[src/rtl/mem_req_arbiter_if.sv]
// ============================================================================
//  Module   : mem_req_arbiter_if
//  Purpose  : Requester/memory bus bundle for the two-port memory read arbiter.
//  Revision : 1.0  initial release
// ============================================================================
`default_nettype none

interface mem_req_arbiter_if #(
  parameter int ADDRESS_WIDTH  = 32,
  parameter int DATA_WIDTH     = 16,
  parameter int BANKING_FACTOR = 1
);
  logic [1:0]                           req_i;
  logic [2*ADDRESS_WIDTH-1:0]           addr_i;
  logic [1:0]                           gnt_o;
  logic                                 rsp_valid_o;
  logic                                 rsp_id_o;
  logic [BANKING_FACTOR*DATA_WIDTH-1:0] rsp_data_o;
  logic                                 busy_o;
  logic                                 mem_read_en;
  logic [ADDRESS_WIDTH-1:0]             mem_req_addr;
  logic [BANKING_FACTOR*DATA_WIDTH-1:0] mem_resp_data;

  // Arbiter side
  modport slave (
    input  req_i, addr_i, mem_resp_data,
    output gnt_o, rsp_valid_o, rsp_id_o, rsp_data_o, busy_o, mem_read_en, mem_req_addr
  );

  // Requesters and memory side
  modport master (
    output req_i, addr_i, mem_resp_data,
    input  gnt_o, rsp_valid_o, rsp_id_o, rsp_data_o, busy_o, mem_read_en, mem_req_addr
  );
endinterface

`default_nettype wire

[src/rtl/mem_req_arbiter.sv]
// ============================================================================
//  Module   : mem_req_arbiter
//  Purpose  : Two-port memory read arbiter, one outstanding request, fixed
//             memory latency. Define ARB_RR_EN for round-robin arbitration.
//  Revision : 1.0  initial release
// ============================================================================
`default_nettype none

module mem_req_arbiter #(
  parameter int ADDRESS_WIDTH  = 32,
  parameter int DATA_WIDTH     = 16,
  parameter int BANKING_FACTOR = 1,
  parameter int MEM_LATENCY    = 2
) (
  input  wire logic       clk,
  input  wire logic       rst,
  mem_req_arbiter_if.slave bus
);

  localparam int CNT_W = (MEM_LATENCY > 1) ? $clog2(MEM_LATENCY) : 1;

  typedef enum logic [1:0] {
    S_IDLE  = 2'd0,
    S_ISSUE = 2'd1,
    S_WAIT  = 2'd2,
    S_RESP  = 2'd3
  } state_t;

  state_t                               r_state;
  state_t                               w_next;
  logic [CNT_W-1:0]                     r_cnt;
  logic [ADDRESS_WIDTH-1:0]             r_addr;
  logic                                 r_id;
  logic                                 r_rsp_valid;
  logic                                 r_rsp_id;
  logic [BANKING_FACTOR*DATA_WIDTH-1:0] r_rsp_data;
  logic [1:0]                           w_gnt;
  logic                                 w_win;
  logic                                 w_cnt_done;

`ifdef ARB_RR_EN
  logic r_last;

  // On a tie the port that was not granted last wins
  always_comb begin
    w_win = 1'b0;
    if (bus.req_i == 2'b11) w_win = ~r_last;
    else                    w_win = bus.req_i[1];
  end

  always_ff @(posedge clk or posedge rst) begin
    if (rst)         r_last <= 1'b1;
    else if (|w_gnt) r_last <= w_win;
  end
`else
  always_comb begin
    w_win = ~bus.req_i[0] & bus.req_i[1];
  end
`endif

  assign w_cnt_done = (r_cnt == CNT_W'(MEM_LATENCY - 1));

  always_comb begin
    w_next = r_state;
    w_gnt  = 2'b00;
    case (r_state)
      S_IDLE: begin
        // Grant is held low while reset is asserted so outputs clear at once
        if ((|bus.req_i) && !rst) begin
          w_gnt  = w_win ? 2'b10 : 2'b01;
          w_next = S_ISSUE;
        end
      end
      S_ISSUE: w_next = S_WAIT;
      S_WAIT:  if (w_cnt_done) w_next = S_RESP;
      S_RESP:  w_next = S_IDLE;
      default: w_next = S_IDLE;
    endcase
  end

  always_ff @(posedge clk or posedge rst) begin
    if (rst) begin
      r_state     <= S_IDLE;
      r_cnt       <= '0;
      r_addr      <= '0;
      r_id        <= 1'b0;
      r_rsp_valid <= 1'b0;
      r_rsp_id    <= 1'b0;
      r_rsp_data  <= '0;
    end else begin
      r_state     <= w_next;
      r_rsp_valid <= (r_state == S_RESP);
      if (|w_gnt) begin
        r_addr <= w_win ? bus.addr_i[ADDRESS_WIDTH +: ADDRESS_WIDTH]
                        : bus.addr_i[0 +: ADDRESS_WIDTH];
        r_id   <= w_win;
      end
      if (r_state == S_ISSUE) r_cnt <= '0;
      else if (r_state == S_WAIT && !w_cnt_done) r_cnt <= r_cnt + 1'b1;
      if (r_state == S_RESP) begin
        r_rsp_data <= bus.mem_resp_data;
        r_rsp_id   <= r_id;
      end
    end
  end

  assign bus.gnt_o        = w_gnt;
  assign bus.rsp_valid_o  = r_rsp_valid;
  assign bus.rsp_id_o     = r_rsp_id;
  assign bus.rsp_data_o   = r_rsp_data;
  assign bus.busy_o       = (r_state != S_IDLE);
  assign bus.mem_read_en  = (r_state == S_ISSUE);
  assign bus.mem_req_addr = r_addr;

endmodule

`default_nettype wire

[src/flat_wrapper.sv]
// flat-port wrapper written by rule: the top's interface ports become plain ports
module mem_req_arbiter_flat 
#(
  parameter int ADDRESS_WIDTH  = 32,
  parameter int DATA_WIDTH     = 16,
  parameter int BANKING_FACTOR = 1,
  parameter int MEM_LATENCY    = 2
)
  (clk, rst, bus_req_i, bus_addr_i, bus_mem_resp_data, bus_gnt_o, bus_rsp_valid_o, bus_rsp_id_o, bus_rsp_data_o, bus_busy_o, bus_mem_read_en, bus_mem_req_addr);
  mem_req_arbiter_if #(.ADDRESS_WIDTH(ADDRESS_WIDTH), .DATA_WIDTH(DATA_WIDTH), .BANKING_FACTOR(BANKING_FACTOR)) bus_i ();
  input  wire logic clk;
  input  wire logic rst;
  input wire logic [$bits(bus_i.req_i)-1:0] bus_req_i;
  input wire logic [$bits(bus_i.addr_i)-1:0] bus_addr_i;
  input wire logic [$bits(bus_i.mem_resp_data)-1:0] bus_mem_resp_data;
  output wire logic [$bits(bus_i.gnt_o)-1:0] bus_gnt_o;
  output wire logic [$bits(bus_i.rsp_valid_o)-1:0] bus_rsp_valid_o;
  output wire logic [$bits(bus_i.rsp_id_o)-1:0] bus_rsp_id_o;
  output wire logic [$bits(bus_i.rsp_data_o)-1:0] bus_rsp_data_o;
  output wire logic [$bits(bus_i.busy_o)-1:0] bus_busy_o;
  output wire logic [$bits(bus_i.mem_read_en)-1:0] bus_mem_read_en;
  output wire logic [$bits(bus_i.mem_req_addr)-1:0] bus_mem_req_addr;
  assign bus_i.req_i = bus_req_i;
  assign bus_i.addr_i = bus_addr_i;
  assign bus_i.mem_resp_data = bus_mem_resp_data;
  assign bus_gnt_o = bus_i.gnt_o;
  assign bus_rsp_valid_o = bus_i.rsp_valid_o;
  assign bus_rsp_id_o = bus_i.rsp_id_o;
  assign bus_rsp_data_o = bus_i.rsp_data_o;
  assign bus_busy_o = bus_i.busy_o;
  assign bus_mem_read_en = bus_i.mem_read_en;
  assign bus_mem_req_addr = bus_i.mem_req_addr;
  mem_req_arbiter #(.ADDRESS_WIDTH(ADDRESS_WIDTH), .DATA_WIDTH(DATA_WIDTH), .BANKING_FACTOR(BANKING_FACTOR), .MEM_LATENCY(MEM_LATENCY)) u_core (.clk(clk), .rst(rst), .bus(bus_i));
endmodule
[config.mk]
export PLATFORM = sky130hd
export DESIGN_NAME = mem_req_arbiter_flat
export DESIGN_NICKNAME = d
export VERILOG_FILES = /design/src/rtl/mem_req_arbiter_if.sv /design/src/rtl/mem_req_arbiter.sv /design/src/flat_wrapper.sv
export SDC_FILE = /design/constraint.sdc
export NUM_CORES = 1
export LEC_CHECK = 0
export ABC_AREA = 0
export CORE_ASPECT_RATIO = 1.4
export CORE_MARGIN = 2
export CORE_UTILIZATION = 39
export DETAILED_ROUTE_END_ITERATION = 8
export HOLD_SLACK_MARGIN = 0.05
export PLACE_DENSITY = 0.78
export SLEW_MARGIN = 20
export SYNTH_ARGS = -nofsm -noshare
export SYNTH_HDL_FRONTEND = slang
export SYNTH_SLANG_ARGS = --single-unit
[constraint.sdc]
create_clock -name clk -period 2.2 [get_ports clk]
set_input_delay 0.33 -clock clk [delete_from_list [all_inputs] [get_ports clk]]
set_output_delay 0.33 -clock clk [all_outputs]
set_load 0.02 [all_outputs]
==> impl_metrics.json <==
{
  "cts.sinks": 54,
  "htree_levels": 2,
  "p_leak_nw": 1.79,
  "initial_core_util_pct": 40.0,
  "p_sw_share_pct": 36.1,
  "stdcell_count": 417,
  "ys_top_cells_by_count": "54 x dfrtp_1, 37 x o21ai_0, 32 x mux2i_1",
  "slew_headroom_pct": 48.7,
  "wl_mm": 6.39,
  "antenna_left": 0,
  "ys_seq_area_share_pct": 54.4,
  "worstPathArrival_ps": 1670,
  "min_path_type": "reg -> reg",
  "r2r_start": "u_core.r_state[0]",
  "place_ws_ps": -73.3,
  "clk_latency_ps": 310,
  "seq_power_share_pct": 32.5,
  "design_area_um2": 4040,
  "rr_worst_depth": 3,
  "worstPathMaxFanout": 4,
  "path_class": "reg -> out",
  "grt_pass1_wl_mm": 10.5,
  "vias": 2085,
  "dp.cells": 409,
  "reg2reg_slack_ps": 560,
  "hold_viol": 0,
  "placed_area_um2": 3900,
  "path_clk_slew_ps": 90,
  "p_switching_mw": 1.87,
  "numPortBuffers": 137,
  "multi_input_area_um2": 1000,
  "internal_power_mw": 3.32,
  "crit_path_start_kind": "register",
  "num_rows": 34,
  "netlist_area_um2": 2480,
  "coreArea_um2": 6210,
  "yosys_register_bits": 54,
  "yosysTopAreaCell": "dfrtp_1",
  "grt_max_degree": 55,
  "synth_top_area_share_pct": 54.4,
  "combinationalPowerShare_pct": 51.8,
  "cp.required_ps": 1870,
  "ir_drop_mv": 0.548,
  "vias_per_cell": 5.00,
  "worst_pin_slew_ps": 770,
  "drt_pass1_iterations": 4,
  "ys.flop_type": "dfrtp_1",
  "grtUsageTotal_pct": 18.9,
  "overflow": 0,
  "ctsResizeCount": 4,
  "drive_gt1_share_pct": 12.2,
  "outcome": "finished clean",
  "r2r_end": "u_core.bus.rsp_data_o[2]",
  "cts_buffer_depth": 2,
  "cts_buffers": 5,
  "final-seq-area_um2": 1350,
  "postCtsSetupBuffers": 0,
  "synth-edff-count": 0,
  "avgSynthCellArea_um2": 12.0,
  "startpoint": "u_core.r_state[1]",
  "nets": 433,
  "area_growth_pct": 62.5,
  "fin_ws_ps": 202,
  "synth_area_leaders": "dfrtp_1 54%, mux2i_1 13%, mux2_2 8.2%, o21ai_0 7.5%, o21ai_1 5.6%",
  "drt_iter0_drc": 86,
  "dieHeight_um": 98.4,
  "clockPowerShare_pct": 15.6,
  "synth_nets": 296,
  "wl_per_cell_um": 15.3,
  "ys_warn_count": 0,
  "crit_end": "bus_gnt_o[1]",
  "drc": 0,
  "antenna_found_initial": 0,
  "holdBufCountCts": 0,
  "setup_viol": 0,
  "fillerInstances": 519,
  "grt_pass1_vias": 2183,
  "post-synth-top-count-cell": "dfrtp_1",
  "fin_hold_ws_ps": 510,
  "synthArstFlopShare_pct": 100,
  "synth_cells": 207,
  "design.die.area_um2": 7030,
  "fmax_mhz": 500,
  "rsz0062_at_grt": "no",
  "finalCritPeriodShare_pct": 90.8,
  "powerDensity_nw_per_um2": 1280,
  "io_pins": 138,
  "cp-end-kind": "output port",
  "die_x_um": 71.5,
  "cts-root-buf": "clkbuf_8",
  "place_congestion": 0.755,
  "cts_tree": "built",
  "ys_types": 21,
  "clock-skew-final_ps": 9.50,
  "cap_violations": 0,
  "final.min_clock_period_ps": 2000,
  "maxSlewViolCount": 0,
  "insertedDiodeCount": 0,
  "dp_hpwl_mm": 4.66
}
worst max-delay path: stages (launching register included):
cell      delay, ps
dfrtp_1         410
inv_1           110
ha_2            230
inv_2            50
or2_1           240
nor2_1          120
clkbuf_2        200
cell usage in the layout (no fill, tap or decap), drive strengths merged:
cell,n
clkinvlp,1
dfrtp,54
nor2b,1
clkbuf,7
and3,1
nand2,1
inv,3
mux2i,32
nor2,4
ha,5
clkdlybuf4s50,134
o21bai,1
or2,1
bufinv,2
a21oi,1
mux2,18
buf,9
nand2b,1
a2bb2oi,1
o21ai,66
dlygate4sd2,2
per-layer routing:
metal / routed length, um / share of wire [%] / up-vias / GRT usage, %
li1: - / - / 998 / -
met1: 2440 / 38 / 1004 / 22.2
met2: 3410 / 53 / 75 / 33.6
met3: 428 / 6.7 / 8 / 4.09
met4: 111 / 1.7 / 0 / 6.53
met5: 0 / 0 / - / 0
registers in the layout, summed over array words and instances, names as in the netlist:
| signal | count |
|---|---|
| u_core.bus.mem_req_addr | 32 |
| u_core.r_cnt | 1 |
| u_core.bus.rsp_data_o | 16 |
| u_core.bus.rsp_valid_o | 1 |
| u_core.r_state | 2 |
| u_core.bus.rsp_id_o | 1 |
| u_core.r_id | 1 |
power groups by stage:
| stage | clock network, mW | registers, mW | logic (mW) |
|---|---|---|---|
| 3_5_place_dp | 0 | 1.71 | 2.73 |
| 5_1_grt | 0.875 | 1.75 | 2.90 |
| 6_report | 0.811 | 1.69 | 2.69 |
| 3_3_place_gp | 0 | 1.69 | 2.69 |
| 4_1_cts | 0.830 | 1.69 | 2.73 |
| 2_1_floorplan | 0 | 2.25 | 0.887 |
worst min path at each step:
| stage | cells past startpoint | startpoint | to | slack [ps] |
|---|---|---|---|---|
| finish | 1 | u_core.r_id | u_core.bus.rsp_id_o | 510 |
| global route | 1 | u_core.bus.rsp_data_o[7] | u_core.bus.rsp_data_o[7] | 530 |
| CTS | 1 | u_core.r_id | u_core.bus.rsp_id_o | 510 |
| detailed placement | 1 | u_core.r_id | u_core.bus.rsp_id_o | 490 |
| global placement | 1 | u_core.r_id | u_core.bus.rsp_id_o | 480 |
| floorplan | 1 | rst | u_core.bus.mem_req_addr[0] | 400 |
cell families (layout without fill, tap and decap cells):
logic type / after synthesis / count (layout) / share of synthesized area (%)
compound gates: 69 / 69 / 14.8
fa+ha+maj: 5 / 5 / 2.52
buf+inv: 20 / 158 / 5.54
flops: 54 / 54 / 54.4
mux: 50 / 50 / 21.0
simple gates: 9 / 9 / 1.76
per-stage QoR:
step / TNS (ps) / power, mW / util, %
global placement: -51.8 / 4.38 / 62.8
finish: 0 / 5.19 / 65.0
floorplan: 0 / 3.14 / -
detailed placement: -73.3 / 4.45 / 62.8
CTS: 0 / 5.25 / 65.0
global route: 0 / 5.53 / 65.0
area by class of cell:
cell class              instances  area share (%)
flip-flops and latches         54            33.5
inverters                       4           0.465
clock buffers                   6            2.04
well taps                      72            2.23
repair buffers                146            35.5
multi-input cells             133            24.8
clock inverters                 2            1.49
No activity file was read; power rests on OpenSTA's default activity.
